File: src/rtl/uart_tx_arbiter.sv
// rtl/uart_tx_arbiter.sv - round-robin frame arbiter feeding one UART TX core
// UART_ARB_TIMEOUT_EN builds the HOLD idle counter that releases a stalled frame.
module uart_tx_arbiter #(
  parameter int NUM_REQ        = 4,
  parameter int IDX_W          = 2,
  parameter int TIMEOUT_CYCLES = 52083
) (
  input  logic                 clk,
  input  logic                 rst_n,
  input  logic [NUM_REQ-1:0]   req_valid,
  input  logic [8*NUM_REQ-1:0] req_data,
  input  logic [NUM_REQ-1:0]   req_last,
  output logic [NUM_REQ-1:0]   req_ready,
  output logic                 tx_start,
  output logic [7:0]           tx_data,
  input  logic                 tx_busy,
  output logic [IDX_W-1:0]     grant_id,
  output logic                 arb_busy,
  output logic                 timeout
);

  if (NUM_REQ < 2 || NUM_REQ > 8 || (2 ** IDX_W) < NUM_REQ || TIMEOUT_CYCLES < 2) begin : g_bad_params
    $error("uart_tx_arbiter: unsupported parameter set");
  end

  typedef enum logic [2:0] {
    S_IDLE, S_ACCEPT, S_START, S_WAIT_HI, S_WAIT_LO, S_HOLD
  } state_t;

  state_t           state, state_nx;
  logic [IDX_W-1:0] ptr, ptr_nx, grant_nx, rr_pick, grant_inc;
  logic [IDX_W:0]   cand;
  logic             rr_found;
  logic             last_q, last_nx;
  logic [7:0]       data_nx;
  logic             timeout_nx;
  logic             hold_expired;

  // Search ptr, ptr+1, ... wrapping at NUM_REQ; first valid requester wins.
  always_comb begin
    rr_found = 1'b0;
    rr_pick  = ptr;
    cand     = '0;
    for (int k = 0; k < NUM_REQ; k++) begin
      cand = {1'b0, ptr} + (IDX_W+1)'(k);
      if (cand >= (IDX_W+1)'(NUM_REQ)) cand = cand - (IDX_W+1)'(NUM_REQ);
      if (!rr_found && req_valid[cand[IDX_W-1:0]]) begin
        rr_found = 1'b1;
        rr_pick  = cand[IDX_W-1:0];
      end
    end
  end

  assign grant_inc = (grant_id == IDX_W'(NUM_REQ - 1)) ? '0 : grant_id + IDX_W'(1);

`ifdef UART_ARB_TIMEOUT_EN
  localparam int CNT_W = $clog2(TIMEOUT_CYCLES);
  logic [CNT_W-1:0] hold_cnt;

  always_ff @(posedge clk or negedge rst_n) begin
    if (!rst_n) begin
      hold_cnt <= '0;
    end else if (state == S_HOLD && state_nx == S_HOLD) begin
      hold_cnt <= hold_cnt + CNT_W'(1);
    end else begin
      hold_cnt <= '0;
    end
  end

  assign hold_expired = (hold_cnt == CNT_W'(TIMEOUT_CYCLES - 1));
`else
  assign hold_expired = 1'b0;
`endif

  always_comb begin
    state_nx   = state;
    ptr_nx     = ptr;
    grant_nx   = grant_id;
    data_nx    = tx_data;
    last_nx    = last_q;
    timeout_nx = 1'b0;
    case (state)
      S_IDLE: begin
        if (rr_found) begin
          grant_nx = rr_pick;
          state_nx = S_ACCEPT;
        end
      end
      S_ACCEPT: begin
        if (req_valid[grant_id]) begin
          data_nx  = req_data[8*grant_id +: 8];
          last_nx  = req_last[grant_id];
          state_nx = S_START;
        end else begin
          state_nx = S_IDLE;
        end
      end
      S_START: state_nx = S_WAIT_HI;
      S_WAIT_HI: begin
        if (tx_busy) state_nx = S_WAIT_LO;
      end
      S_WAIT_LO: begin
        if (!tx_busy) begin
          if (last_q) begin
            ptr_nx   = grant_inc;
            state_nx = S_IDLE;
          end else begin
            state_nx = S_HOLD;
          end
        end
      end
      S_HOLD: begin
        // A byte arriving on the expiry cycle takes precedence over the timeout.
        if (req_valid[grant_id]) begin
          state_nx = S_ACCEPT;
        end else if (hold_expired) begin
          timeout_nx = 1'b1;
          ptr_nx     = grant_inc;
          state_nx   = S_IDLE;
        end
      end
      default: state_nx = S_IDLE;
    endcase
  end

  always_ff @(posedge clk or negedge rst_n) begin
    if (!rst_n) begin
      state    <= S_IDLE;
      ptr      <= '0;
      grant_id <= '0;
      tx_data  <= 8'h00;
      last_q   <= 1'b0;
      timeout  <= 1'b0;
    end else begin
      state    <= state_nx;
      ptr      <= ptr_nx;
      grant_id <= grant_nx;
      tx_data  <= data_nx;
      last_q   <= last_nx;
      timeout  <= timeout_nx;
    end
  end

  assign req_ready = (state == S_ACCEPT) ? (NUM_REQ'(1) << grant_id) : '0;
  assign tx_start  = (state == S_START);
  assign arb_busy  = (state != S_IDLE);

endmodule

File: config.mk
export PLATFORM = sky130hd
export DESIGN_NAME = uart_tx_arbiter
export DESIGN_NICKNAME = d
export VERILOG_FILES = /design/src/rtl/uart_tx_arbiter.sv
export SDC_FILE = /design/constraint.sdc
export NUM_CORES = 1
export LEC_CHECK = 0
export BUFFER_PORTS_ARGS = -buffer_cell sky130_fd_sc_hd__buf_2
export CAP_MARGIN = 15
export CORE_MARGIN = 4
export CORE_UTILIZATION = 45
export DETAILED_ROUTE_END_ITERATION = 8
export PLACE_DENSITY = 0.86
export SKIP_CTS_REPAIR_TIMING = 1
export SYNTH_ARGS = -nofsm -noshare
export SYNTH_HDL_FRONTEND = slang
export SYNTH_SLANG_ARGS = --single-unit
File: constraint.sdc
create_clock -name clk -period 2.4 [get_ports clk]
set_clock_uncertainty 0.1 [all_clocks]
set_input_delay 0.48 -clock clk [delete_from_list [all_inputs] [get_ports clk]]
set_output_delay 0.48 -clock clk [all_outputs]
set_load 0.005 [all_outputs]
==> results of run 1 <==
## power groups by stage
stage                     clock network [W]  registers, W  logic, W
final                              0.000146      0.000559  0.000848
after global routing               0.000162      0.000578  0.000931
after CTS                          0.000150      0.000560  0.000854
after detailed placement                  0      0.000566  0.000850
after global placement                    0      0.000549  0.000814
after floorplan                           0      0.000529  0.000612
## routing by layer
layer  up-vias  wire, µm  track usage
met2        47      1720        0.321
li1        470         -            -
met1       509      1090        0.217
met3        12       196       0.0482
met4         0       104       0.0960
met5         -         0            0
## cells in the mapped netlist
master,count,share of area
dfrtp_1,16,0.35
mux2_2,10,0.098
mux4_1,9,0.21
nand2_1,7,0.023
and2_1,5,0.027
o21ai_0,5,0.022
ha_1,4,0.044
nor2_1,4,0.013
buf_6,3,0.029
nand2b_1,3,0.016
nor2b_1,3,0.016
a21oi_1,2,0.0087
inv_1,2,0.0065
o211ai_1,2,0.013
a2111oi_0,1,0.0076
a2bb2oi_1,1,0.0076
a31oi_1,1,0.0055
and4b_1,1,0.0087
buf_4,1,0.0065
conb_1,1,0.0033
mux4_2,1,0.020
nand2_4,1,0.0098
nand3b_1,1,0.0065
nand4b_1,1,0.0076
nor3_1,1,0.0044
nor3b_4,1,0.016
o22ai_1,1,0.0055
o31ai_1,1,0.0065
or3_1,1,0.0055
or4_1,1,0.0065
## state kept, by name, summed over array words and instances (netlist names)
signal	flops
tx_data	8
state	3
ptr	2
grant_id	2
last_q	1
## logic make-up (layout without fill, tap and decap cells)
logic type / count (synthesis) / after routing / share of synthesized area
simple gates: 30 / 30 / 0.161
mux: 20 / 20 / 0.324
flops: 16 / 16 / 0.349
compound gates: 14 / 14 / 0.0763
buf+inv: 6 / 66 / 0.0425
fa+ha+maj: 4 / 4 / 0.0436
other cells: 1 / 1 / 0.00327
## stage by stage
| step | setup WS, ns | utilization | hold slack (ns) | power (W) |
|---|---|---|---|---|
| floorplan | 0.654 | - | 0.0844 | 0.00114 |
| finish | 0.339 | 0.603 | 0.411 | 0.00155 |
| CTS | 0.319 | 0.599 | -0.0103 | 0.00156 |
| detailed placement | 0.512 | 0.590 | 0.317 | 0.00142 |
| global route | 0.204 | 0.603 | 0.426 | 0.00167 |
| global placement | 0.549 | 0.590 | 0.302 | 0.00136 |
## how the worst min path moves through the flow
stage / start / end / slack [ns] / cells past startpoint
after global placement: rst_n / tx_data[3] / 0.30 / 1
after CTS: rst_n / tx_data[5] / -0.01 / 1
after detailed placement: rst_n / tx_data[5] / 0.32 / 1
final: tx_data[1] / tx_data[1] / 0.41 / 1
after global routing: tx_data[1] / tx_data[1] / 0.43 / 1
after floorplan: rst_n / grant_id[0] / 0.08 / 0
## area by class of cell
cell class	count	area [µm²]
Clock buffer	3	22.5
Fill cell	204	973
Inverter	2	7.51
Multi-Input combinational cell	69	698
Sequential cell	16	400
Tap cell	30	37.5
Timing Repair Buffer	61	315
## worst max-delay path: cells and delay by family (launching register included)
kind,cells,cell delay [ns]
adder cells (fa/ha/maj),1,0.20
buffers and inverters,3,0.46
flip-flops,1,0.38
AND/OR/NAND/NOR,1,0.14
==> run_results.csv, run 1 <==
group,metric,value,unit
logic_synthesis,syn-cell-area,1150,µm²
worst_setup_path,worstSetupEndpointType,"output pin",
grt,grt_pass1_wl,4670,µm
finish,final_cell_mix,"58 x buf_2, 16 x dfrtp_1, 10 x mux2_2",
run_status,status,"finished clean",
sta,fin_setup_tns,0,ns
clocking,clock_sink_count,16,
sta,fin_crit,2.06,ns
clocking,cts.htree.levels,1,
grt,grt_pass1_vias,1014,
sta,fin_crit_sh,0.859,
finish,syn_to_final_growth,29.1,%
detailed_routing,drt_wl_total,3100,µm
worst_setup_path,crit_path_start_kind,"register",
power_and_ir_drop,p_leak,0.738,nW
detailed_routing,vias_per_cell,5.73,
sta,maxSlewViolCount,0,
finish,drive_above_1_share,0.503,
clocking,cts_buffers,3,
worst_setup_path,reg2reg_depth,3,
sta,rsz0062_at_grt,"no",
finish,design_area,1480,µm²
job,drv_cap,0,
placed_design,placed_area,1450,µm²
detailed_routing,drc,0,
grt,grt.total_usage,0.188,
worst_setup_path,path_cells,"buf_4 -> inv_1 -> ha_1 -> and2_1 -> buf_2",
floorplan,fp-row-count,18,
power_and_ir_drop,p_comb_frac,0.546,
worst_setup_path,required,1.82,ns
grt,grt_max_degree,17,
power_and_ir_drop,clkPwrFrac,0.094,
detailed_routing,vias,1038,
finish,finalNonFillerCells,181,
logic_synthesis,syn_nets,138,
detailed_routing,wl_per_cell,17.1,µm
power_and_ir_drop,seq_power_share,0.360,
logic_synthesis,seq_area_frac_synth,0.349,
worst_setup_path,cp-endpoint,"req_ready[2]",
logic_synthesis,ys_types,30,
floorplan,fp.dieW,58.5,µm
logic_synthesis,synthCells,91,
placed_design,place_congestion,0.733,
grt,antenna_found_initial,0,
power_and_ir_drop,ir_worst_vdd,0.762,mV
finish,mostFrequentLayoutCell,"buf_2",
finish,nets,200,
worst_setup_path,critPathKind,"register to output pin",
worst_setup_path,startpoint,"grant_id[0]",
sta,max_freq,485,MHz
worst_setup_path,crit_arrival,1.48,ns
worst_setup_path,critPathSlowestCell,"dfrtp_1",
clocking,clk_latency,0.30,ns
worst_setup_path,r2r_slack,0.69,ns
logic_synthesis,yosysWarnings,0,
detailed_routing,dr.pass1.iters,4,
power_and_ir_drop,switching_share,0.389,
power_and_ir_drop,netSwitchingPower,0.000605,W
worst_setup_path,regToRegStartpoint,"grant_id[0]",
placed_design,dpl.hpwl,2530,µm
sta,hold_viol,0,
logic_synthesis,avgSynthCellArea,12.6,µm²
floorplan,start_util,0.467,
worst_setup_path,crit_path_max_incr_delay,0.38,ns
floorplan,ioPinCount,60,
placed_design,dp_cells,177,
grt,gr-total-overflow,0,
floorplan,fp.dieH,58.5,µm
clocking,clock_tree.buffer_depth,2,
power_and_ir_drop,internal_power,0.000949,W
power_and_ir_drop,p_per_area,1050,nW/µm²
worst_setup_path,crit_path_max_fanout,15,
clocking,cts_tree,"built",
clocking,clk_pin_slew,0.09,ns
placed_design,io_buffers,58,
hold_path,hp-class,"register to register",
logic_synthesis,ys_ff_latch,16,
floorplan,dieArea,3420,µm²
sta,setup_viol,0,
finish,antennaDiodeCount,0,
worst_setup_path,r2r_end,"tx_data[0]",
detailed_routing,drt-initial-drc-count,29,
detailed_routing,antenna_left,0,
floorplan,core,2450,µm²
clocking,root_buffer,"clkbuf_4",
Power figures use the tool's default switching activity.
==> run 2: changes to the inputs <==
--- a/config.mk
+++ b/config.mk
@@ -5,7 +5,7 @@
 export SDC_FILE = /design/constraint.sdc
 export NUM_CORES = 1
 export LEC_CHECK = 0
-export BUFFER_PORTS_ARGS = -buffer_cell sky130_fd_sc_hd__buf_2
+export BUFFER_PORTS_ARGS = -buffer_cell sky130_fd_sc_hd__clkbuf_2
 export CAP_MARGIN = 15
 export CORE_MARGIN = 4
 export CORE_UTILIZATION = 45
==> run 2 against run 1 <==
Effect of this change: the run now ends with negative hold slack left; cell count stayed put; flip-flop and latch count stayed put; utilization is 0.15 points higher; power is 2.7% higher; critical path depth stayed put; sequential share of layout area is 0.068 points lower; wire length is 1.3% lower; worst setup slack worse by 0.15 ns; first-iteration DRC count is 45% higher; hold slack worse by 0.41 ns; die area stayed put; critical path type unchanged; largest cell class unchanged.
==> run_results.csv, run 2 (same netlist as run 1, synthesis figures left out) <==
group,metric,value,unit
sta,fin_setup_tns,0,ns
grt,grt_pass1_vias,1032,
clocking,clk_pin_slew,0.10,ns
finish,largest_reg_flops,8,
floorplan,fp.dieH,58.5,µm
sta,max_freq,451,MHz
floorplan,fp-row-count,18,
finish,nets,199,
floorplan,core,2450,µm²
grt,grt.total_usage,0.184,
finish,design_area,1490,µm²
job,drv_cap,0,
worst_setup_path,critPathKind,"register to output pin",
power_and_ir_drop,ir_worst_vdd,0.686,mV
placed_design,placed_area,1450,µm²
run_status,status,"finished with violations",
finish,antennaDiodeCount,0,
sta,max-slew-margin-rel,0.683,
grt,grt_pass1_wl,4710,µm
grt,grt_max_degree,17,
sta,fin_crit_sh,0.923,
sta,setup_viol,0,
power_and_ir_drop,p_leak,0.748,nW
floorplan,dieArea,3420,µm²
worst_setup_path,crit_path_max_fanout,9,
floorplan,fp.dieW,58.5,µm
finish,mostFrequentLayoutCell,"clkbuf_2",
sta,fin_crit,2.22,ns
sta,worstMarginPinSlew,0.463,ns
clocking,root_buffer,"clkbuf_4",
placed_design,io_buffers,58,
floorplan,ioPinCount,60,
worst_setup_path,reg2reg_depth,3,
placed_design,dp_slack,0.487,ns
grt,gr-total-overflow,0,
clocking,cts.htree.levels,1,
sta,layout_setup_ws,0.184,ns
finish,reg_top3,"tx_data: 8 flops, state: 3 flops",
placed_design,dpl.hpwl,2550,µm
sta,maxSlewViolCount,0,
detailed_routing,dr.pass1.iters,4,
detailed_routing,antenna_left,0,
power_and_ir_drop,p_per_area,1070,nW/µm²
clocking,cts_tree,"built",
finish,syn_to_final_growth,29.4,%
detailed_routing,vias_per_cell,5.58,
clocking,clock_sink_count,16,
grt,antenna_found_initial,0,
sta,hold_ws,-0.00242,ns
placed_design,place_congestion,0.754,
hold_path,hp-class,"primary input to asynchronous set/reset pin",
sta,hold_viol,10,
detailed_routing,drt-initial-drc-count,42,
clocking,cts_buffers,3,
clocking,clk_latency,0.29,ns
clocking,clock_tree.buffer_depth,2,
finish,drive_above_1_share,0.510,
worst_setup_path,crit_path_start_kind,"register",
finish,top_register,"tx_data",
detailed_routing,wl_per_cell,16.9,µm
finish,final_cell_mix,"58 x clkbuf_2, 16 x dfrtp_1, 10 x mux2_2",
detailed_routing,drc,0,
worst_setup_path,required,1.82,ns
detailed_routing,drt_wl_total,3060,µm
worst_setup_path,worstSetupEndpointType,"output pin",
floorplan,start_util,0.467,
worst_setup_path,crit_arrival,1.64,ns
run_status,violations,"negative hold slack",
detailed_routing,vias,1010,
sta,rsz0062_at_grt,"no",
run 2: cell count changes in the layout (fill, tap and decap cells not counted), sizes merged:
cell	delta
dlygate4sd3	-1
buf	-58
clkbuf	+59
run 2: per-stage QoR:
step                std cells   util  hold slack [ns]  power (W)
detailed placement        177  0.590            0.327    0.00142
CTS                       181  0.605          0.00594    0.00161
global placement          177  0.590            0.311    0.00136
finish                    181  0.605         -0.00242    0.00160
global route              181  0.605           0.0160    0.00171
floorplan                  91      -           0.0844    0.00114
run 2: worst paths after layout:
check                            start      endpoint  slack (ns)
max                        grant_id[0]  req_ready[0]        0.18
min                              rst_n   grant_id[0]      -0.002
max reg2reg                grant_id[0]    tx_data[0]        0.47
min reg2reg                 tx_data[7]    tx_data[7]        0.42
max in group asynchronous        rst_n      state[0]        1.92
min in group clk            tx_data[7]    tx_data[7]        0.42
run 2: metal layers:
| layer | vias to the layer above | track usage | part of all wire |
|---|---|---|---|
| met3 | 13 | 0.0439 | 0.052 |
| met4 | 0 | 0.0695 | 0.030 |
| met1 | 482 | 0.224 | 0.36 |
| met2 | 43 | 0.316 | 0.55 |
| met5 | - | 0 | 0 |
| li1 | 472 | - | - |
run 2: critical path, cell delays in order, from the launching register on:
cell and delay (ns):
dfrtp_1 0.58, buf_4 0.25, inv_1 0.08, ha_1 0.19, and2_1 0.13, clkbuf_2 0.11
run 2: final cells by class:
class | count | area (µm²)
inverter | 2 | 7.51
clock buffer | 4 | 36.3
sequential | 16 | 400
timing repair buffer | 60 | 305
fill | 205 | 970
multi-input combinational | 69 | 698
tap | 30 | 37.5
run 2: where the power goes:
group	total, W	internal (W)	switching, W
Clock	0.000180	0.0000924	0.0000878
Combinational	0.000842	0.000483	0.000359
Sequential	0.000574	0.000406	0.000167
Total	0.00160	0.000981	0.000615
==> run 3: changes to the inputs <==
--- a/config.mk
+++ b/config.mk
@@ -7,7 +7,7 @@
 export LEC_CHECK = 0
 export BUFFER_PORTS_ARGS = -buffer_cell sky130_fd_sc_hd__clkbuf_2
 export CAP_MARGIN = 15
-export CORE_MARGIN = 4
+export CORE_MARGIN = 5
 export CORE_UTILIZATION = 45
 export DETAILED_ROUTE_END_ITERATION = 8
 export PLACE_DENSITY = 0.86
==> run 3 against run 2 <==
Effect of this change: the flow still finishes with violations (negative hold slack); via count down 1.2%; cell count decreased by 0.55%; worst setup slack got worse by 0.035 ns; combinational power down 3.1%; sequential share of layout area is 0.14 points higher; largest cell class unchanged; largest power group unchanged.
==> run_results.csv, run 3 (same netlist as run 1, synthesis figures left out) <==
group,metric,value,unit
clocking,root_buffer,"clkbuf_4",
clocking,clock_tree.buffer_depth,2,
grt,grt.total_usage,0.175,
grt,gr-total-overflow,0,
worst_setup_path,crit_path_max_incr_delay,0.58,ns
clocking,cts_tree,"built",
worst_setup_path,crit_path_max_fanout,9,
sta,rsz0062_at_grt,"no",
clocking,cts_buffers,3,
finish,largest_reg_flops,8,
detailed_routing,drc,0,
finish,fin_util,0.602,
detailed_routing,vias,998,
sta,hold_ws,-0.00437,ns
floorplan,fp.dieH,60.5,µm
finish,syn_to_final_growth,28.8,%
floorplan,dieArea,3660,µm²
sta,maxSlewViolCount,0,
clocking,cts.htree.levels,1,
worst_setup_path,critPathSlowestCell,"dfrtp_1",
detailed_routing,drt-initial-drc-count,39,
run_status,violations,"negative hold slack",
power_and_ir_drop,p_per_area,1080,nW/µm²
finish,top_register,"tx_data",
worst_setup_path,crit_path_start_kind,"register",
floorplan,ioPinCount,60,
sta,setup_viol,0,
hold_path,hp-class,"primary input to asynchronous set/reset pin",
placed_design,io_buffers,58,
worst_setup_path,path_buf_inv,3,
finish,drive_above_1_share,0.507,
floorplan,start_util,0.467,
clocking,clk_pin_slew,0.10,ns
clocking,clock_sink_count,16,
finish,mostFrequentLayoutCell,"clkbuf_2",
power_and_ir_drop,ir_worst_vdd,0.917,mV
grt,grt_pass1_vias,1014,
run_status,status,"finished with violations",
placed_design,place_congestion,0.856,
sta,max_freq,444,MHz
power_and_ir_drop,p_leak,0.744,nW
power_and_ir_drop,seq_power_share,0.373,
finish,reg_top3,"tx_data: 8 flops, state: 3 flops",
detailed_routing,dr.pass1.iters,4,
power_and_ir_drop,switching_share,0.387,
sta,fin_crit_sh,0.938,
worst_setup_path,critPathKind,"register to output pin",
grt,grt_max_degree,17,
power_and_ir_drop,clkPwrFrac,0.113,
worst_setup_path,path_cells,"buf_4 -> inv_1 -> ha_1 -> and2_1 -> clkbuf_2",
detailed_routing,vias_per_cell,5.54,
detailed_routing,drt_wl_total,3060,µm
finish,nets,198,
sta,hold_viol,10,
finish,final_cell_mix,"58 x clkbuf_2, 16 x dfrtp_1, 10 x mux2_2",
clocking,clk_latency,0.29,ns
power_and_ir_drop,internal_power,0.000975,W
placed_design,dp_cells,176,
grt,grt_pass1_wl,4600,µm
worst_setup_path,required,1.82,ns
power_and_ir_drop,p_comb_frac,0.514,
finish,antennaDiodeCount,0,
grt,antenna_found_initial,0,
power_and_ir_drop,netSwitchingPower,0.000614,W
placed_design,dpl.hpwl,2530,µm
floorplan,fp-row-count,18,
sta,fin_crit,2.25,ns
finish,fillers,201,
floorplan,core,2450,µm²
worst_setup_path,worstSetupEndpointType,"output pin",
worst_setup_path,crit_arrival,1.67,ns
detailed_routing,wl_per_cell,17.0,µm
floorplan,fp.dieW,60.5,µm
sta,fin_setup_tns,0,ns
power_and_ir_drop,fin_total_pwr,0.00159,W
worst_setup_path,path_delay_family,"flip-flops",
job,drv_cap,0,
detailed_routing,antenna_left,0,
finish,finalNonFillerCells,180,
run 3: final timing paths:
| path | from | endpoint | slack [ns] | cells past startpoint |
|---|---|---|---|---|
| max | grant_id[0] | req_ready[0] | 0.15 | 5 |
| min | rst_n | grant_id[0] | -0.004 | 1 |
| max reg2reg | grant_id[0] | tx_data[6] | 0.49 | 3 |
| min reg2reg | tx_data[5] | tx_data[5] | 0.42 | 1 |
| max in group asynchronous | rst_n | tx_data[0] | 1.92 | 1 |
| min in group clk | tx_data[5] | tx_data[5] | 0.42 | 1 |
run 3: power groups by stage:
stage | Clock (W) | Combinational [W] | Sequential (W)
finish | 0.000180 | 0.000816 | 0.000593
CTS | 0.000185 | 0.000830 | 0.000594
global route | 0.000195 | 0.000899 | 0.000618
detailed placement | 0 | 0.000813 | 0.000599
floorplan | 0 | 0.000612 | 0.000529
global placement | 0 | 0.000777 | 0.000576
run 3: routing by layer:
metal | wire, µm | GRT usage | vias to the layer above
li1 | - | - | 469
met1 | 1110 | 0.200 | 499
met2 | 1790 | 0.315 | 26
met3 | 118 | 0.0489 | 4
met4 | 46 | 0.0588 | 0
met5 | 0 | 0 | -
run 3: cell type report:
type,count,area (µm²),area share
multi-input combinational,69,698,0.472
sequential,16,400,0.271
timing repair buffer,59,298,0.202
tap,30,37.5,0.0254
clock buffer,4,36.3,0.0246
inverter,2,7.51,0.00508
run 3: metrics by stage:
step | setup WS, ns | hold slack (ns) | instance area (µm²)
floorplan | 0.654 | 0.0844 | 1150
global placement | 0.545 | 0.314 | 1440
detailed placement | 0.496 | 0.330 | 1440
CTS | 0.132 | 0.000780 | 1480
global route | 0.0637 | 0.00974 | 1480
finish | 0.150 | -0.00437 | 1480
